==> config.mk <==
export PLATFORM = sky130hd
export DESIGN_NAME = fetch_ctrl
export DESIGN_NICKNAME = d
export VERILOG_FILES = /design/src/rtl/fetch_ctrl.sv
export SDC_FILE = /design/constraint.sdc
export NUM_CORES = 1
export LEC_CHECK = 0
export ABC_AREA = 1
export BUFFER_PORTS_ARGS = -buffer_cell sky130_fd_sc_hd__buf_4
export CORE_MARGIN = 2
export CORE_UTILIZATION = 52
export DETAILED_ROUTE_END_ITERATION = 16
export PLACE_DENSITY = 0.79
export SETUP_SLACK_MARGIN = 0.1
export SLEW_MARGIN = 20
export SYNTH_ARGS = -nofsm -noshare
export SYNTH_HDL_FRONTEND = slang
export SYNTH_SLANG_ARGS = --single-unit
==> constraint.sdc <==
create_clock -name clk -period 1.71 [get_ports clk]
set_input_delay 0.0855 -clock clk [delete_from_list [all_inputs] [get_ports clk]]
set_output_delay 0.0855 -clock clk [all_outputs]
set_load 0.02 [all_outputs]
==> src/rtl/fetch_ctrl.sv <==
// fetch_ctrl
//
// Sequences the instruction-fetch unit against a variable-latency instruction
// memory. It issues one request per PC and hands the returned instruction to
// the D-stage register. It asserts pc_en only on the cycle D takes an
// instruction, so the IFU's npc is formed from the D-stage fields present on
// that same edge. If the hazard unit is stalling when the word arrives, the
// word is parked in a one-entry buffer until the stall clears.
//
// Ports:
//   clk, reset          clock, synchronous active-high reset
//   pc_in               current PC from the IFU
//   stall_in            data-hazard stall (does not include fetch busy)
//   pc_en               IFU enable, PC loads npc on this edge
//   imem_req/imem_addr  fetch request and address to instruction memory
//   imem_ack/imem_rdata one-cycle acknowledge with the fetched word
//   d_en/d_instr/d_pc   D-stage register write enable, instruction and PC
//   fetch_busy          no instruction deliverable this cycle
//   timeout             sticky watchdog flag
//   fetch_cnt           instructions delivered
//   wait_cnt            cycles spent with fetch_busy asserted
module fetch_ctrl #(
  parameter int WAIT_LIMIT = 16,
  parameter int CNT_W      = 32
) (
  input  logic             clk,
  input  logic             reset,
  input  logic [31:0]      pc_in,
  input  logic             stall_in,
  output logic             pc_en,
  output logic             imem_req,
  output logic [31:0]      imem_addr,
  input  logic             imem_ack,
  input  logic [31:0]      imem_rdata,
  output logic             d_en,
  output logic [31:0]      d_instr,
  output logic [31:0]      d_pc,
  output logic             fetch_busy,
  output logic             timeout,
  output logic [CNT_W-1:0] fetch_cnt,
  output logic [CNT_W-1:0] wait_cnt
);

  localparam int WC_W = $clog2(WAIT_LIMIT + 1);
  localparam logic [WC_W-1:0] LIMIT = WC_W'(WAIT_LIMIT);

  typedef enum logic {
    FETCH = 1'b0,
    HOLD  = 1'b1
  } state_t;

  state_t            state_q, state_d;
  logic [31:0]       buf_instr_q, buf_instr_d;
  logic [31:0]       buf_pc_q, buf_pc_d;
  logic [WC_W-1:0]   wait_ctr_q, wait_ctr_d;
  logic              timeout_q, timeout_d;
  logic [CNT_W-1:0]  fetch_cnt_q, fetch_cnt_d;
  logic [CNT_W-1:0]  wait_cnt_q, wait_cnt_d;

  always_ff @(posedge clk) begin
    if (reset) begin
      state_q     <= FETCH;
      buf_instr_q <= '0;
      buf_pc_q    <= '0;
      wait_ctr_q  <= '0;
      timeout_q   <= 1'b0;
      fetch_cnt_q <= '0;
      wait_cnt_q  <= '0;
    end else begin
      state_q     <= state_d;
      buf_instr_q <= buf_instr_d;
      buf_pc_q    <= buf_pc_d;
      wait_ctr_q  <= wait_ctr_d;
      timeout_q   <= timeout_d;
      fetch_cnt_q <= fetch_cnt_d;
      wait_cnt_q  <= wait_cnt_d;
    end
  end

  // Outputs are held quiet during reset so no request or delivery leaks out
  // while memory is also being reset.
  always_comb begin
    state_d     = state_q;
    buf_instr_d = buf_instr_q;
    buf_pc_d    = buf_pc_q;
    wait_ctr_d  = wait_ctr_q;
    timeout_d   = timeout_q;
    fetch_cnt_d = fetch_cnt_q;
    wait_cnt_d  = wait_cnt_q;
    imem_req    = 1'b0;
    pc_en       = 1'b0;
    d_en        = 1'b0;
    d_instr     = '0;
    d_pc        = pc_in;
    fetch_busy  = 1'b0;

    if (!reset) begin
      unique case (state_q)
        FETCH: begin
          imem_req = 1'b1;
          if (imem_ack) begin
            wait_ctr_d = '0;
            if (!stall_in) begin
              d_en        = 1'b1;
              pc_en       = 1'b1;
              d_instr     = imem_rdata;
              fetch_cnt_d = fetch_cnt_q + CNT_W'(1);
            end else begin
              buf_instr_d = imem_rdata;
              buf_pc_d    = pc_in;
              state_d     = HOLD;
            end
          end else begin
            fetch_busy = 1'b1;
            wait_cnt_d = wait_cnt_q + CNT_W'(1);
            // Saturate so a long-dead memory cannot wrap the watchdog back
            // below the limit.
            if (wait_ctr_q != LIMIT) begin
              wait_ctr_d = wait_ctr_q + WC_W'(1);
            end
            if (wait_ctr_d == LIMIT) begin
              timeout_d = 1'b1;
            end
          end
        end
        HOLD: begin
          // Any ack seen here has no request behind it and is ignored.
          if (!stall_in) begin
            d_en        = 1'b1;
            pc_en       = 1'b1;
            d_instr     = buf_instr_q;
            d_pc        = buf_pc_q;
            fetch_cnt_d = fetch_cnt_q + CNT_W'(1);
            wait_ctr_d  = '0;
            state_d     = FETCH;
          end
        end
        default: state_d = FETCH;
      endcase
    end
  end

  assign imem_addr = pc_in;
  assign timeout   = timeout_q;
  assign fetch_cnt = fetch_cnt_q;
  assign wait_cnt  = wait_cnt_q;

endmodule

After elaboration in Yosys (flattened, before gate mapping)
Cells that the tools add are included.

Bits of input ports: 68. Output and inout port bits: 165. Register bits: 135. Word-level logic and storage cells: 50.

$add $sub $neg: 3. Bitwise gates (word level): 2. Reduce and logical (&&, ||, !) cells: 4. Equality and inequality tests: 4. Multiplexer cells: 30.

Operator list (number): $mux 32 (9); $pmux 32 s2 (2); $add 32x1->32 const B (2); $mux 5 (6); $mux 1 (10); $pmux 5 s2 (1); $reduce_and 3->1 (2); $add 5x1->5 const B (1); $eq 5x5->1 const B (1); $ne 5x5->1 const B (1); $ne 2x2->1 const B (2); $pmux 1 s2 (2); $reduce_and 2->1 (2); $not 1->1 (2).

Depth between registers and ports, before layout
Depth in word-level cells: 7. Depth in mapped cells: 10.

Worst setup path before layout
Ideal clock, no wire load.

Kind: reg-to-reg. Start: reg fetch_cnt_q[0] (netlist: fetch_cnt[0]). End: reg fetch_cnt_q[26] (netlist: fetch_cnt[26]). Period minus slack after synthesis: 1.535 ns. Setup slack: 0.175 ns. Cell stages (with the launch flop): 10. Arrival: 1.471 ns. Setup time: 0.064 ns. Path through: dfxtp_1 ha_1 inv_1 nor2_1 nand3_1 nor2_2 nand3_1 nand2_1 inv_1 nor2_1.

Longest elaborated chain between the ends: 4.

Ends and longest elaborated chain: start: declaration (line 57) `logic [CNT_W-1:0] fetch_cnt_q, fetch_cnt_d;`; start signal: assignment (line 75) `fetch_cnt_q <= fetch_cnt_d;`; $add 32x1->32 (*) (line 107, 133); $mux 32 (*) (line 103, 128); $mux 32 (line 101) `if (imem_ack) begin`; $pmux 32 s2 (*) (line 98) `unique case (state_q)`.

Every way passes the cells marked *; elsewhere a longest branch is shown, timed or not. The select of a mux whose other input is x is not followed. A chain may end at the register's enable or synchronous reset.

Worst setup path after layout
Start: reg state_q. End: out d_pc[21].

Longest elaborated chain between the ends: 2.

Ends and longest elaborated chain: start: declaration (line 52) `state_t state_q, state_d;`; start signal: assignment (line 70) `state_q <= state_d;`; $mux 32 (line 98); $mux 32 (line 97) `if (!reset) begin`; end: declaration (line 37) `output logic [31:0] d_pc,`.

Every way passes these cells.

==> flow_summary.yaml <==
run_status:
  status: "finished clean"
routing:
  ant_nets: 0
  drt_iter0_markers: 701
  post_drt_via_cell_ratio: 5.38
  drc: 0
  drt-wirelength-per-cell_um: 15.5
  first_pass_iters: 6
  drt_wl_total_um: 24300
  num_vias: 8458
floorplanning:
  die_w_um: 122
  start_util_pct: 52.9
  rows: 43
  fp.coreArea_um2: 13800
  die_h_um: 122
  dieArea_um2: 15000
  pin_count: 233
layout:
  fin_nets: 1450
  antennaDiodeCount: 0
  area_growth_pct: 48.9
  multi_input_area_um2: 3860
  fill_cells: 933
  final_cell_count_no_fill: 1571
  drive_gt1_share_pct: 25.4
  regArea_um2: 2710
global_routing:
  grt_max_degree: 65
  antenna_found_initial: 0
  grt_pass1_vias: 7456
  overflow: 0
  grt_pass1_wl_um: 35900
  grt_usage_pct: 30.0
yosys:
  synth_top_area_cell: "dfxtp_1"
  postSynthAreaPerCell_um2: 6.59
  synth_warnings: 0
  ys_ff_latch: 135
  yosysUniqueCellTypes: 31
  synth.area.top_cells: "dfxtp_1 37%, nor2_1 13%, nand2_1 9.1%"
  synth_top_area_share_pct: 37.1
  synthesis.nets: 1178
  syn_area_um2: 7290
  synthCells: 1106
  yosysSeqAreaShare_pct: 37.1
clock_network:
  path_clk_slew_ps: 60
  clk_latency_ps: 430
  cts_root_buffer: "clkbuf_16"
  cts.sinks: 135
  h-tree-depth: 4
  cts_tree: "done"
  cts_made_buffers: 17
  cts_buffer_depth: 2
worst_setup_path:
  worstSetupStartpointType: "flip-flop"
  cp_top_family: "buffers and inverters"
  path_depth: 5
  timing.rr.end: "wait_cnt[29]"
  rr_worst_depth: 8
  crit_fanout: 6
  rrSetupSlack_ps: 130
  slowest_delay_ps: 380
  cp.buffers_inverters: 3
  startpoint: "state_q"
  slowest_stage: "dfxtp_4"
  reg2reg_from: "state_q"
  crit_chain: "nand2_8 > clkbuf_16 > mux2i_1 > inv_1 > buf_4"
  endpoint_kind: "output pin"
  worstSetupEndpoint: "d_pc[21]"
  crit_arrival_ps: 1560
  worst-setup-path-type: "flip-flop to output pin"
  crit_required_ps: 1620
place:
  dp.cells: 1461
  io_buffers: 232
  globalplace.congestion: 0.897
  dp_slack_ps: 105
  dp_hpwl_um: 14400
timing:
  slew_headroom_pct: 67.5
  period_needed_ps: 1650
  tightest_slew_ps: 484
  finClkSkew_ps: 4.67
  hold_viol_final: 0
  fin_crit_sh_pct: 96.2
  setup_viol: 0
  max_freq_mhz: 608
  rsz0062_at_grt: "true"
  drv_slew: 0
  layout_setup_ws_ps: 64.6
pwr:
  power_density_nw_per_um2: 815
  ir_drop_uv: 727
  power.leakage_nw: 5.25
worst_hold_path:
  hold_depth: 3
  min_path_type: "primary input to flip-flop"
job:
  maxCapViolCount: 0
what timing repair did:
item                                    4_1_cts  5_1_grt
pin swaps                                     1       13
gates resized for setup                      15       65
hold buffers                                 64        0
endpoints found under the setup margin       65       95
buffers inserted                              1        9
gates cloned                                  1        3
endpoints found under the hold margin        66        0
sequential cells by signal (all words and copies together) (netlist names):
register	cells
wait_ctr_q	5
buf_instr_q	32
state_q	1
wait_cnt	32
buf_pc_q	32
timeout	1
fetch_cnt	32
power breakdown:
part	total (mW)	internal, mW	switching, mW
registers	3.34	3.26	0.0788
clock network	4.24	2.80	1.44
logic	1.26	0.572	0.691
total	8.84	6.64	2.21
worst min path at each step:
stage	start	slack, ps	end
after floorplan	pc_in[0]	220	buf_pc_q[0]
after global placement	pc_in[10]	330	buf_pc_q[10]
after detailed placement	pc_in[21]	330	buf_pc_q[21]
after CTS	imem_ack	20	wait_cnt[4]
after global routing	stall_in	60	wait_ctr_q[2]
final	stall_in	20	wait_ctr_q[2]
routing by layer:
metal | GRT usage (%) | share of wire [%] | up-vias
met5 | 0 | 0 | -
li1 | - | - | 4033
met3 | 7.34 | 8.4 | 64
met4 | 11.9 | 2.9 | 0
met1 | 36.9 | 40 | 3905
met2 | 50.5 | 49 | 456
worst register-to-register path: cells and delay by family, from the launching register on:
kind | cells | cell delay [ps]
buffers and inverters | 1 | 180
and+or+nand+nor | 7 | 920
DFF | 1 | 380
through the flow:
stage | power, mW | area [um2] | setup TNS [ps] | hold WS (ps) | utilization [%]
3_5_place_dp | 4.42 | 9070 | 0 | 333 | 65.8
2_1_floorplan | 4.00 | 7290 | 0 | 220 | -
5_1_grt | 9.08 | 10900 | -2.42 | 60.3 | 78.8
4_1_cts | 8.73 | 10500 | 0 | 20.3 | 76.1
3_3_place_gp | 4.40 | 9070 | 0 | 329 | 65.8
6_report | 8.84 | 10900 | 0 | 23.0 | 78.8
Yosys cell counts:
| cell type | instances |
|---|---|
| nor3b_1 | 1 |
| nand3_2 | 2 |
| nand3_1 | 120 |
| nand2_2 | 1 |
| o21bai_1 | 3 |
| nor2_8 | 1 |
| o21ai_0 | 79 |
| buf_4 | 34 |
| inv_1 | 126 |
| nor2_4 | 6 |
| buf_2 | 11 |
| xnor2_1 | 2 |
| dfxtp_1 | 135 |
| nand3_4 | 1 |
| nor2_1 | 253 |
| nor3_1 | 3 |
| o21ai_1 | 2 |
| ha_1 | 4 |
| xor2_1 | 5 |
| mux2i_1 | 31 |
| inv_2 | 1 |
| nor2_2 | 7 |
| nand4_1 | 29 |
| buf_1 | 10 |
| nand2_1 | 176 |
| o21a_1 | 6 |
| o22ai_1 | 1 |
| nand4_4 | 1 |
| a21oi_1 | 30 |
| clkbuf_1 | 24 |
| buf_6 | 1 |
logic make-up after synthesis:
kind of cell,synth area share (%)
AND/OR/NAND/NOR,35.8
buffers and inverters,12.7
flip-flops,37.1
AO/OA/AOI/OAI,8.63
multiplexers,4.26
XOR/XNOR,0.841
adder cells (fa/ha/maj),0.686
cell type report:
cell class                      instances  share of cell area [%]
Multi-Input combinational cell        765                    35.6
Clock inverter                         13                    2.07
Tap cell                              180                    2.07
Clock buffer                           19                    4.17
Timing Repair Buffer                  332                    26.8
Sequential cell                       135                    24.9
Inverter                              127                    4.39
placed cells by master (no fill, tap or decap), types with 12 or more instances in the layout:
cell type and n:
a21oi_1 29, buf_4 230, buf_6 26, clkbuf_16 19, dfxtp_1 133, dlygate4sd3_1 64
inv_1 123, mux2i_1 29, nand2_1 172, nand3_1 114, nand4_1 29, nor2_1 239
nor2_2 12, nor2_4 16, o21ai_0 79
(Power assumes the default switching activity.)
